`src/rtl/alu_core.sv`:
```
// alu_core: registered integer ALU for the execute stage.
//
// One-cycle latency, full throughput, no backpressure. Every output comes straight from a flop.
//
// Ports:
//   clk, rst_n            rising-edge clock, asynchronous active-low reset
//   in_valid              operands/opcode valid this cycle
//   op[3:0]               operation select (0 ADD .. 11 MUL)
//   operand_a, operand_b  WIDTH-bit operands
//   result                registered WIDTH-bit result
//   out_valid             one-cycle pulse per accepted input
//   flag_zero, flag_neg   result == 0, result sign bit
//   flag_carry, flag_ovf  ADD/SUB carry (SUB: no-borrow) and signed overflow; 0 otherwise
//   illegal_op            unsupported opcode, registered alongside out_valid
//
// Configuration macro: ALU_MUL_EN enables opcode 11 (low WIDTH bits of unsigned a*b).
// Without it no multiplier exists and opcode 11 is reported as illegal.

module alu_core #(
  parameter int unsigned WIDTH = 32
) (
  input  logic             clk,
  input  logic             rst_n,
  input  logic             in_valid,
  input  logic [3:0]       op,
  input  logic [WIDTH-1:0] operand_a,
  input  logic [WIDTH-1:0] operand_b,
  output logic [WIDTH-1:0] result,
  output logic             out_valid,
  output logic             flag_zero,
  output logic             flag_neg,
  output logic             flag_carry,
  output logic             flag_ovf,
  output logic             illegal_op
);

  localparam int unsigned ShW = $clog2(WIDTH);

  localparam logic [3:0] OpAdd   = 4'd0;
  localparam logic [3:0] OpSub   = 4'd1;
  localparam logic [3:0] OpAnd   = 4'd2;
  localparam logic [3:0] OpOr    = 4'd3;
  localparam logic [3:0] OpXor   = 4'd4;
  localparam logic [3:0] OpSll   = 4'd5;
  localparam logic [3:0] OpSrl   = 4'd6;
  localparam logic [3:0] OpSra   = 4'd7;
  localparam logic [3:0] OpSlt   = 4'd8;
  localparam logic [3:0] OpSltu  = 4'd9;
  localparam logic [3:0] OpPassb = 4'd10;
`ifdef ALU_MUL_EN
  localparam logic [3:0] OpMul   = 4'd11;
`endif

  logic [WIDTH-1:0] result_q, result_d;
  logic             out_valid_q;
  logic             zero_q, zero_d;
  logic             neg_q, neg_d;
  logic             carry_q, carry_d;
  logic             ovf_q, ovf_d;
  logic             illegal_q, illegal_d;
  // Low until the first clock after reset release, so the input on that edge is never taken.
  logic             armed_q;
  logic             accept;

  logic [ShW-1:0]   shamt;
  logic [WIDTH:0]   sum_ext;
  logic [WIDTH:0]   diff_ext;
  logic             a_msb, b_msb;

  assign shamt    = operand_b[ShW-1:0];
  assign sum_ext  = {1'b0, operand_a} + {1'b0, operand_b};
  assign diff_ext = {1'b0, operand_a} - {1'b0, operand_b};
  assign a_msb    = operand_a[WIDTH-1];
  assign b_msb    = operand_b[WIDTH-1];
  assign accept   = in_valid & armed_q;

  always_comb begin
    result_d  = '0;
    carry_d   = 1'b0;
    ovf_d     = 1'b0;
    illegal_d = 1'b0;
    case (op)
      OpAdd: begin
        result_d = sum_ext[WIDTH-1:0];
        carry_d  = sum_ext[WIDTH];
        ovf_d    = (a_msb == b_msb) && (sum_ext[WIDTH-1] != a_msb);
      end
      OpSub: begin
        result_d = diff_ext[WIDTH-1:0];
        // Top bit of the extended difference is the borrow.
        carry_d  = ~diff_ext[WIDTH];
        ovf_d    = (a_msb != b_msb) && (diff_ext[WIDTH-1] != a_msb);
      end
      OpAnd:   result_d = operand_a & operand_b;
      OpOr:    result_d = operand_a | operand_b;
      OpXor:   result_d = operand_a ^ operand_b;
      OpSll:   result_d = operand_a << shamt;
      OpSrl:   result_d = operand_a >> shamt;
      OpSra:   result_d = $signed(operand_a) >>> shamt;
      OpSlt:   result_d = {{(WIDTH-1){1'b0}}, ($signed(operand_a) < $signed(operand_b))};
      OpSltu:  result_d = {{(WIDTH-1){1'b0}}, (operand_a < operand_b)};
      OpPassb: result_d = operand_b;
`ifdef ALU_MUL_EN
      OpMul:   result_d = operand_a * operand_b;
`endif
      default: illegal_d = 1'b1;
    endcase
    zero_d = (result_d == '0);
    neg_d  = result_d[WIDTH-1];
  end

  always_ff @(posedge clk or negedge rst_n) begin
    if (!rst_n) begin
      armed_q     <= 1'b0;
      out_valid_q <= 1'b0;
      result_q    <= '0;
      zero_q      <= 1'b0;
      neg_q       <= 1'b0;
      carry_q     <= 1'b0;
      ovf_q       <= 1'b0;
      illegal_q   <= 1'b0;
    end else begin
      armed_q     <= 1'b1;
      out_valid_q <= accept;
      if (accept) begin
        result_q  <= result_d;
        zero_q    <= zero_d;
        neg_q     <= neg_d;
        carry_q   <= carry_d;
        ovf_q     <= ovf_d;
        illegal_q <= illegal_d;
      end
    end
  end

  assign result     = result_q;
  assign out_valid  = out_valid_q;
  assign flag_zero  = zero_q;
  assign flag_neg   = neg_q;
  assign flag_carry = carry_q;
  assign flag_ovf   = ovf_q;
  assign illegal_op = illegal_q;

endmodule

```
`config.mk`:
```
export PLATFORM = sky130hd
export DESIGN_NAME = alu_core
export DESIGN_NICKNAME = d
export VERILOG_FILES = /design/src/rtl/alu_core.sv
export SDC_FILE = /design/constraint.sdc
export NUM_CORES = 1
export LEC_CHECK = 0
export CAP_MARGIN = 0
export CORE_MARGIN = 4
export CORE_UTILIZATION = 40
export CTS_CLUSTER_SIZE = 10
export DETAILED_ROUTE_END_ITERATION = 12
export PLACE_DENSITY = 0.67
export SYNTH_ARGS = -nofsm -noshare
export SYNTH_HDL_FRONTEND = slang
export SYNTH_SLANG_ARGS = --single-unit
```
`constraint.sdc`:
```
create_clock -name clk -period 2.5 [get_ports clk]
set_input_delay 0.625 -clock clk [delete_from_list [all_inputs] [get_ports clk]]
set_output_delay 0.625 -clock clk [all_outputs]
set_load 0.05 [all_outputs]
```
# Word-level counts from Yosys, hierarchy flattened
# Cells that the tools add are included.
[totals]
elab_cells = 43
in_bits = 71
out_inout_bits = 38
ff_bits = 39
[op_classes]
n_eq_ne = 14
n_bitwise = 5
n_reduce_logical = 5
magnitude_cmp = 2
muxes = 4
addsub = 2
n_shift = 3
[ops]
columns = ["cell", "n"]
rows = [
  ["case mux 32 bit (11 select lines)", 1],
  ["< comparator 32 bit", 2],
  ["adder 32 x 32 -> 33 bit", 1],
  ["subtractor 32 x 32 -> 33 bit", 1],
  ["bitwise AND 32 bit", 1],
  ["zero test 32 bit", 1],
  ["OR 32 bit", 1],
  ["left shift 32 x 5 -> 32 bit", 1],
  ["right shift 32 x 5 -> 32 bit", 1],
  [">>> shifter 32 x 5 -> 32 bit", 1],
  ["XOR 32 bit", 1],
  ["== test 4 x 3 -> 1 bit (second input constant)", 4],
  ["== test 4 bit (second input constant)", 3],
  ["OR reduction 11 bit", 1],
  ["== test 4 x 2 -> 1 bit (second input constant)", 2],
  ["== test 4 x 1 -> 1 bit (second input constant)", 1],
  ["zero test 4 bit", 1],
  ["case mux 1 bit (2 select lines)", 2],
  ["!= test 1 bit", 3],
  ["logical AND 1 bit", 2],
  ["bitwise AND 1 bit", 1],
  ["== test 1 bit", 1],
  ["2-to-1 mux 1 bit", 1],
  ["inverter 1 bit", 1],
]

# Logic depth before layout (Yosys ltp)
# Gate-level depths: netlist of run 1.
[logic_depth]
ltp_word = 4
depth_mapped = 18
mapped_depth_nobuf = 14

# Worst setup path after synthesis of run 1
# No wires, ideal clock.
[synth_path]
kind = "in2reg"
startpoint = "input operand_b[2]"
endpoint = "register zero_q, in the netlist flag_zero"
n_path_buf = 5
path_slack_ns = -2.356
setup_ns = 0.103
arrival_ns = 4.753
t_required_ns = 2.397
stages = 17
path_cell_list = "clkbuf_1 inv_1 buf_2 buf_2 clkbuf_1 ha_1 clkbuf_1 or4_1 o21a_1 a211oi_1 nor3_1 o31ai_1 o221ai_1 a221o_1 a2111oi_2 nand4_1 o41ai_2"
[synth_between]
elab_chain_cells = 3
elab_cells_between_ends = 12
classes_between = "add/sub: 2; order compare: 2; shift: 3; mux: 1; bitwise: 3; reduce/logical: 1"
[synth_rtl]
columns = ["item", "line_no", "text"]
rows = [
  ["start: declaration", "27", "input logic [WIDTH-1:0] operand_b,"],
  ["subtractor 32 x 32 -> 33 bit, or another cell as far along", "72", "assign diff_ext = {1'b0, operand_a} - {1'b0, operand_b};"],
  ["case mux 32 bit (11 select lines) *", "82", "case (op)"],
  ["zero test 32 bit *", "108", "zero_d = (result_d == '0);"],
  ["end signal: assignment", "127", "zero_q <= zero_d;"],
  ["end: declaration", "56", "logic zero_q, zero_d;"],
]
# Every way passes the cells marked *; elsewhere a longest branch is shown, timed or not.
# A chain may end at the register's enable or synchronous reset.

# Worst setup path after layout of run 1
[layout_path]
startpoint = "input operand_b[0]"
endpoint = "register zero_q, in the netlist flag_zero"
# The elaborated chain is that of the path after synthesis.

==> impl_metrics.csv, run 1 <==
group,metric,value,unit
outcome,status,"finished, violations left",
outcome,failed_checks,"setup timing",
power_and_ir_drop,power,0.00745,W
global_routing,grt_pass1_wl,110000,um
routing,viasPerCell,6.50,
sta,hold_slack,450,ps
clock_tree,cts_inserted_buffers,5,
setup_path,path_depth,13,
sta,skew,6.37,ps
routing,drt-wirelength-per-cell,27.2,um
finish,final_cell_area,0.0227,mm^2
logic_synthesis,synth_edf_count,0,
global_routing,grt_overflow_total,0,
min_path,hold_class,"in -> async",
floorplanning,rows,62,
finish,area_delta_synth_final,91.5,%
floorplanning,die_h,180,um
power_and_ir_drop,vdd_drop_max,0.306,mV
clock_tree,cts_tree,"built",
sta,rsz0062_at_grt,"true",
logic_synthesis,syn_nets,1753,
clock_tree,h-tree-depth,2,
clock_tree,clock_latency,290,ps
sta,fin_crit_sh,154,%
logic_synthesis,synthCells,1580,
floorplanning,fp.dieW,180,um
global_routing,grt_max_degree,45,
sta,fmax,260,MHz
logic_synthesis,yosys_warnings,0,
setup_path,cp-start-kind,"primary input",
finish,instances_no_fill,2797,
logic_synthesis,synth_cell_types,95,
logic_synthesis,async_flop_share,100,%
clock_tree,cts-root-buf,"clkbuf_16",
placement,hpwl,57000,um
floorplanning,io_pins,109,
clock_tree,cts_hold_buf,0,
routing,ant_nets,0,
floorplanning,coreArea,0.0289,mm^2
setup_path,cp_cell_sequence,"buf_16, buf_6, mux4_2, mux2i_1, buf_4, o2111ai_4, or3_4, or4_4, a221oi_2, nand4_1, and4bb_1, nand4_1, o41ai_2",
logic_synthesis,ys_seq_area_share,8.03,%
logic_synthesis,syn_area,0.0118,mm^2
clock_tree,clk_pin_slew,70,ps
floorplanning,start_util,40.9,%
global_routing,antenna_found_initial,0,
finish,drive_above_1_share,57.3,%
sta,worst_pin_slew,900,ps
setup_path,required,2700,ps
setup_path,r2r_slack,-190,ps
setup_path,critical_path.top_delay_family,"simple AND/OR/NAND/NOR gates",
setup_path,cp_slowest_cell,"or4_4",
setup_path,worstPathArrival,4040,ps
logic_synthesis,syn_avg_cell_area,7.49,um^2
sta,fin_ws,-1350,ps
clock_tree,clock_sinks,38,
sta,setup_viol,35,
finish,nets,2585,
placement,place_ws,-2210,ps
sta,final_hold_viol_count,0,
routing,drc,0,
placement,placed_cell_area,0.0184,mm^2
routing,wl,76100,um
finish,layout_common_cells,"buf_4, nand2_1, buf_6, nor2_1, inv_1",
placement,port_buffers,108,
setup_path,rr_worst_depth,11,
routing,drtIter0Drc,2522,
power_and_ir_drop,power_leakage,10.1,nW
placement,globalplace.congestion,1.12,
clock_tree,clock_path_buffers,2,
routing,vias,18200,
floorplanning,dieArea,0.0324,mm^2
sta,period_needed,3850,ps
sta,slew_headroom,39.3,%
logic_synthesis,synth.ff_latch_count,38,
global_routing,grt_usage,43.2,%
sta,finalMaxSlewViolations,0,
placement,dp.cells,2631,
routing,dr.pass1.iters,9,
finish,num_antenna_cells,0,
global_routing,grt_pass1_vias,17800,
job,drv_cap,0,
finish,final_common_cell,"buf_4",
setup_path,endpoint_kind,"flip-flop",
setup_path,cp_common_cell,"nand4_1",
setup_path,crit_type,"in -> reg",
setup_path,crit_fanout,5,
setup_path,crit_path_max_incr_delay,560,ps
logic_synthesis,synth_top_flop_cell,"dfrtp_1",
setup_path,path_buf_inv,3,
power_and_ir_drop,powerDensity,329,mW/mm^2
-- cell usage after synthesis, types with 19 or more instances --
master / n / area [um^2]
nor3_1: 36 / 180
a22oi_1: 24 / 180
mux2_2: 26 / 293
a211oi_1: 28 / 210
mux4_2: 57 / 1280
inv_1: 101 / 379
o22ai_1: 20 / 125
nor4_1: 24 / 150
mux2i_1: 57 / 571
buf_2: 25 / 125
nand2_1: 161 / 604
nand3_1: 46 / 230
nand4_1: 19 / 119
o31ai_1: 23 / 173
dfrtp_1: 38 / 951
o21ai_0: 80 / 400
a21oi_1: 100 / 500
ha_1: 100 / 1250
a31oi_1: 23 / 144
clkbuf_1: 90 / 338
nor2b_1: 21 / 131
a21o_1: 23 / 173
nor2_1: 119 / 447
o211ai_1: 31 / 233
-- path summary, 6_finish.rpt --
kind,to,startpoint
max,flag_zero,operand_b[0]
min,result[23],rst_n
max reg2reg,flag_zero,armed_q
min reg2reg,result[10],result[10]
max in group asynchronous,illegal_op,rst_n
min in group clk,result[10],result[10]
-- power breakdown --
group	internal [W]	switching [W]	total (W)	leakage, nW
Clock	0.000574	0.000291	0.000865	0.0940
Sequential	0.000718	0.0000624	0.000780	0.479
Combinational	0.00275	0.00306	0.00581	9.51
Total	0.00404	0.00342	0.00745	10.1
-- kinds of logic after synthesis --
family          synth area share (%)
xor+xnor                        1.11
mux                             18.6
compound gates                  30.8
flops                           8.03
buf+inv                         8.36
other cells                   0.0317
fa+ha+maj                       10.9
simple gates                    22.2
-- what timing repair did --
| action | 4_1_cts | 5_1_grt |
|---|---|---|
| hold endpoints to repair | 0 | 0 |
| gates cloned | 1 | 1 |
| pin swaps | 148 | 97 |
| resized for setup | 675 | 203 |
| setup endpoints to repair | 35 | 35 |
| setup buffers | 127 | 44 |
-- per-layer routing --
metal  share of wire [%]  track usage (%)  up-vias
li1                    -                -     7711
met1                  37             54.1     8769
met2                  44             68.6     1350
met3                  11             10.0      349
met4                 8.2             24.4        0
met5                   0                0        -
-- area by class of cell --
class | count | area [um^2]
clock inverter | 3 | 68.8
timing repair buffer | 958 | 8090
tap | 384 | 480
multi-input combinational | 1304 | 12500
fill | 1956 | 6270
inverter | 105 | 458
clock buffer | 5 | 125
sequential | 38 | 951
-- sequential cells by signal, summed over array words and instances (netlist names) --
| signal | cells |
|---|---|
| illegal_op | 1 |
| armed_q | 1 |
| result | 32 |
| flag_ovf | 1 |
| flag_carry | 1 |
| flag_zero | 1 |
| out_valid | 1 |
-- worst register-to-register path: cells and delay by family (launching register included) --
kind	cells	cell delay (ps)
AND/OR/NAND/NOR	7	1670
AO/OA/AOI/OAI	3	450
flip-flops	1	320
buffers and inverters	1	150
-- through the flow --
stage	utilization, %	setup TNS (ps)
3_5_place_dp	63.4	-51070
6_report	78.3	-22500
3_3_place_gp	63.4	-50070
4_1_cts	74.6	-20200
5_1_grt	78.3	-23520
2_1_floorplan	-	-24570
No activity file was read; power rests on OpenSTA's default activity.
==> inputs of run 2 (changes only) <==
--- a/config.mk
+++ b/config.mk
@@ -11,6 +11,7 @@
 export CTS_CLUSTER_SIZE = 10
 export DETAILED_ROUTE_END_ITERATION = 12
 export PLACE_DENSITY = 0.67
+export SLEW_MARGIN = 20
 export SYNTH_ARGS = -nofsm -noshare
 export SYNTH_HDL_FRONTEND = slang
 export SYNTH_SLANG_ARGS = --single-unit
==> results of run 2 <==
No change in the layout: final DEF, timing and power equal those of run 1.
==> inputs of run 3 (changes only) <==
--- a/config.mk
+++ b/config.mk
@@ -11,6 +11,7 @@
 export CTS_CLUSTER_SIZE = 10
 export DETAILED_ROUTE_END_ITERATION = 12
 export PLACE_DENSITY = 0.67
+export REMOVE_ABC_BUFFERS = 1
 export SLEW_MARGIN = 20
 export SYNTH_ARGS = -nofsm -noshare
 export SYNTH_HDL_FRONTEND = slang
==> run 3 against run 2 <==
Effect of this change:
- the flow still finishes with violations (setup timing)
- total power shrank 2.8%
- wire length shrank 1.4%
- clock power shrank 17%
- combinational power shrank 1%
- global-route usage grew 0.15 points
- final cell count shrank 0.46%
- sequential power is essentially flat
- first-iteration DRC count shrank 18%
- non-clock buffer count shrank 13
- flip-flop and latch count is the same
- count of clock-buffer cells in the layout is the same
- final area shrank 0.70%
- largest power group unchanged
- highest routed layer unchanged
==> impl_metrics.csv, run 3 (synthesized netlist as in run 1, its figures left out) <==
group,metric,value,unit
outcome,status,"finished, violations left",
outcome,failed_checks,"setup timing",
global_routing,grt_pass1_wl,110000,um
setup_path,cp_common_cell,"nand4_1",
finish,fillers,1980,
sta,slew_headroom,42.3,%
setup_path,cp-start-kind,"primary input",
setup_path,cp_cell_sequence,"buf_16, ha_4, fa_2, a21o_1, a221o_1, buf_6, a21oi_4, a21oi_2, or4_4, a221oi_2, nand4_1, and4bb_1, nand4_1, o41ai_2",
setup_path,crit_fanout,7,
routing,viasPerCell,6.48,
sta,period_needed,3760,ps
floorplanning,die_h,180,um
routing,vias,18100,
finish,final_cell_area,0.0225,mm^2
placement,place_ws,-2250,ps
finish,drive_above_1_share,56.9,%
routing,drt-wirelength-per-cell,26.9,um
setup_path,crit_path_max_incr_delay,530,ps
finish,instances_no_fill,2784,
clock_tree,cts_tree,"built",
placement,dp.cells,2631,
power_and_ir_drop,powerDensity,322,mW/mm^2
floorplanning,io_pins,109,
placement,hpwl,56700,um
setup_path,crit_type,"in -> reg",
global_routing,antenna_found_initial,0,
global_routing,grt_overflow_total,0,
routing,drtIter0Drc,2058,
finish,area_delta_synth_final,90.2,%
sta,fmax,266,MHz
placement,port_buffers,108,
routing,drc,0,
placement,placed_cell_area,0.0180,mm^2
finish,nets,2572,
floorplanning,coreArea,0.0289,mm^2
sta,skew,6.30,ps
clock_tree,clock_latency,290,ps
clock_tree,cts_inserted_buffers,5,
power_and_ir_drop,power,0.00724,W
global_routing,grt_max_degree,45,
floorplanning,fp.dieW,180,um
sta,finalMaxSlewViolations,0,
clock_tree,cts_hold_buf,0,
sta,setup_viol,32,
setup_path,endpoint_kind,"flip-flop",
power_and_ir_drop,vdd_drop_max,0.200,mV
finish,largest_reg_flops,32,
finish,final_common_cell,"buf_4",
sta,worst_pin_slew,858,ps
sta,fin_crit_sh,150,%
sta,totalNegativeSetupSlack,-19670,ps
finish,layout_common_cells,"buf_4, nand2_1, buf_6, nor2_1, inv_1",
setup_path,worstPathArrival,3950,ps
routing,wl,75000,um
setup_path,required,2690,ps
global_routing,grt_usage,43.3,%
clock_tree,cts-root-buf,"clkbuf_16",
clock_tree,clock_path_buffers,2,
global_routing,grt_pass1_vias,18000,
clock_tree,h-tree-depth,2,
power_and_ir_drop,power_leakage,9.92,nW
sta,rsz0062_at_grt,"true",
clock_tree,clk_pin_slew,60,ps
routing,ant_nets,0,
job,drv_cap,0,
min_path,hold_class,"in -> async",
floorplanning,start_util,40.9,%
routing,dr.pass1.iters,8,
placement,globalplace.congestion,1.16,
sta,fin_ws,-1260,ps
finish,num_antenna_cells,0,
setup_path,critical_path.top_delay_family,"compound AO/OA/AOI/OAI gates",
setup_path,cp_slowest_cell,"or4_4",
setup_path,path_buf_inv,2,
clock_tree,clock_sinks,38,
floorplanning,rows,62,
floorplanning,dieArea,0.0324,mm^2
sta,final_hold_viol_count,0,
[run 3: power by group]
group          internal (W)  switching (W)  total (W)
clock network      0.000470       0.000251   0.000721
logic               0.00270        0.00304    0.00575
registers          0.000718      0.0000596   0.000778
[run 3: path summary, 6_finish.rpt]
| check | startpoint | slack [ps] | endpoint | depth (start not counted) |
|---|---|---|---|---|
| worst max-delay path | operand_b[0] | -1260 | flag_zero | 14 |
| worst min-delay path | rst_n | 450 | armed_q | 1 |
| worst max register to register | armed_q | -230 | flag_zero | 10 |
| worst min register to register | result[22] | 470 | result[22] | 2 |
| max in group asynchronous | rst_n | 1500 | result[12] | 1 |
| min in group clk | result[22] | 470 | result[22] | 2 |
[run 3: area by class of cell]
class	instances	area (um^2)	share of cell area [%]
Timing Repair Buffer	945	8010	35.6
Clock buffer	5	125	0.556
Inverter	105	454	2.02
Sequential cell	38	951	4.22
Tap cell	384	480	2.13
Multi-Input combinational cell	1304	12400	55.3
Clock inverter	3	45.0	0.200
[run 3: routing by layer]
layer / up-vias / global-route usage [%] / wire (um)
li1: 7688 / - / -
met1: 8752 / 56.8 / 29100
met2: 1249 / 69.8 / 33300
met3: 364 / 5.53 / 7270
met4: 0 / 23.1 / 5390
met5: - / 0 / 0
[run 3: worst reg2reg max path: cells and delay by family (launching register included)]
family	cells	cell delay (ps)
simple gates	7	1780
compound gates	3	500
flops	1	330
[run 3: stage by stage]
stage	utilization, %	hold slack [ps]
after global placement	62.4	459
after floorplan	-	329
after CTS	74.6	466
after detailed placement	62.4	462
final	77.8	446
after global routing	77.8	486
[run 3: what timing repair did]
action,CTS,global route
gates resized for setup,721,192
buffers inserted,140,32
pin swaps,166,77
gates cloned,2,0
setup endpoints to repair,35,35
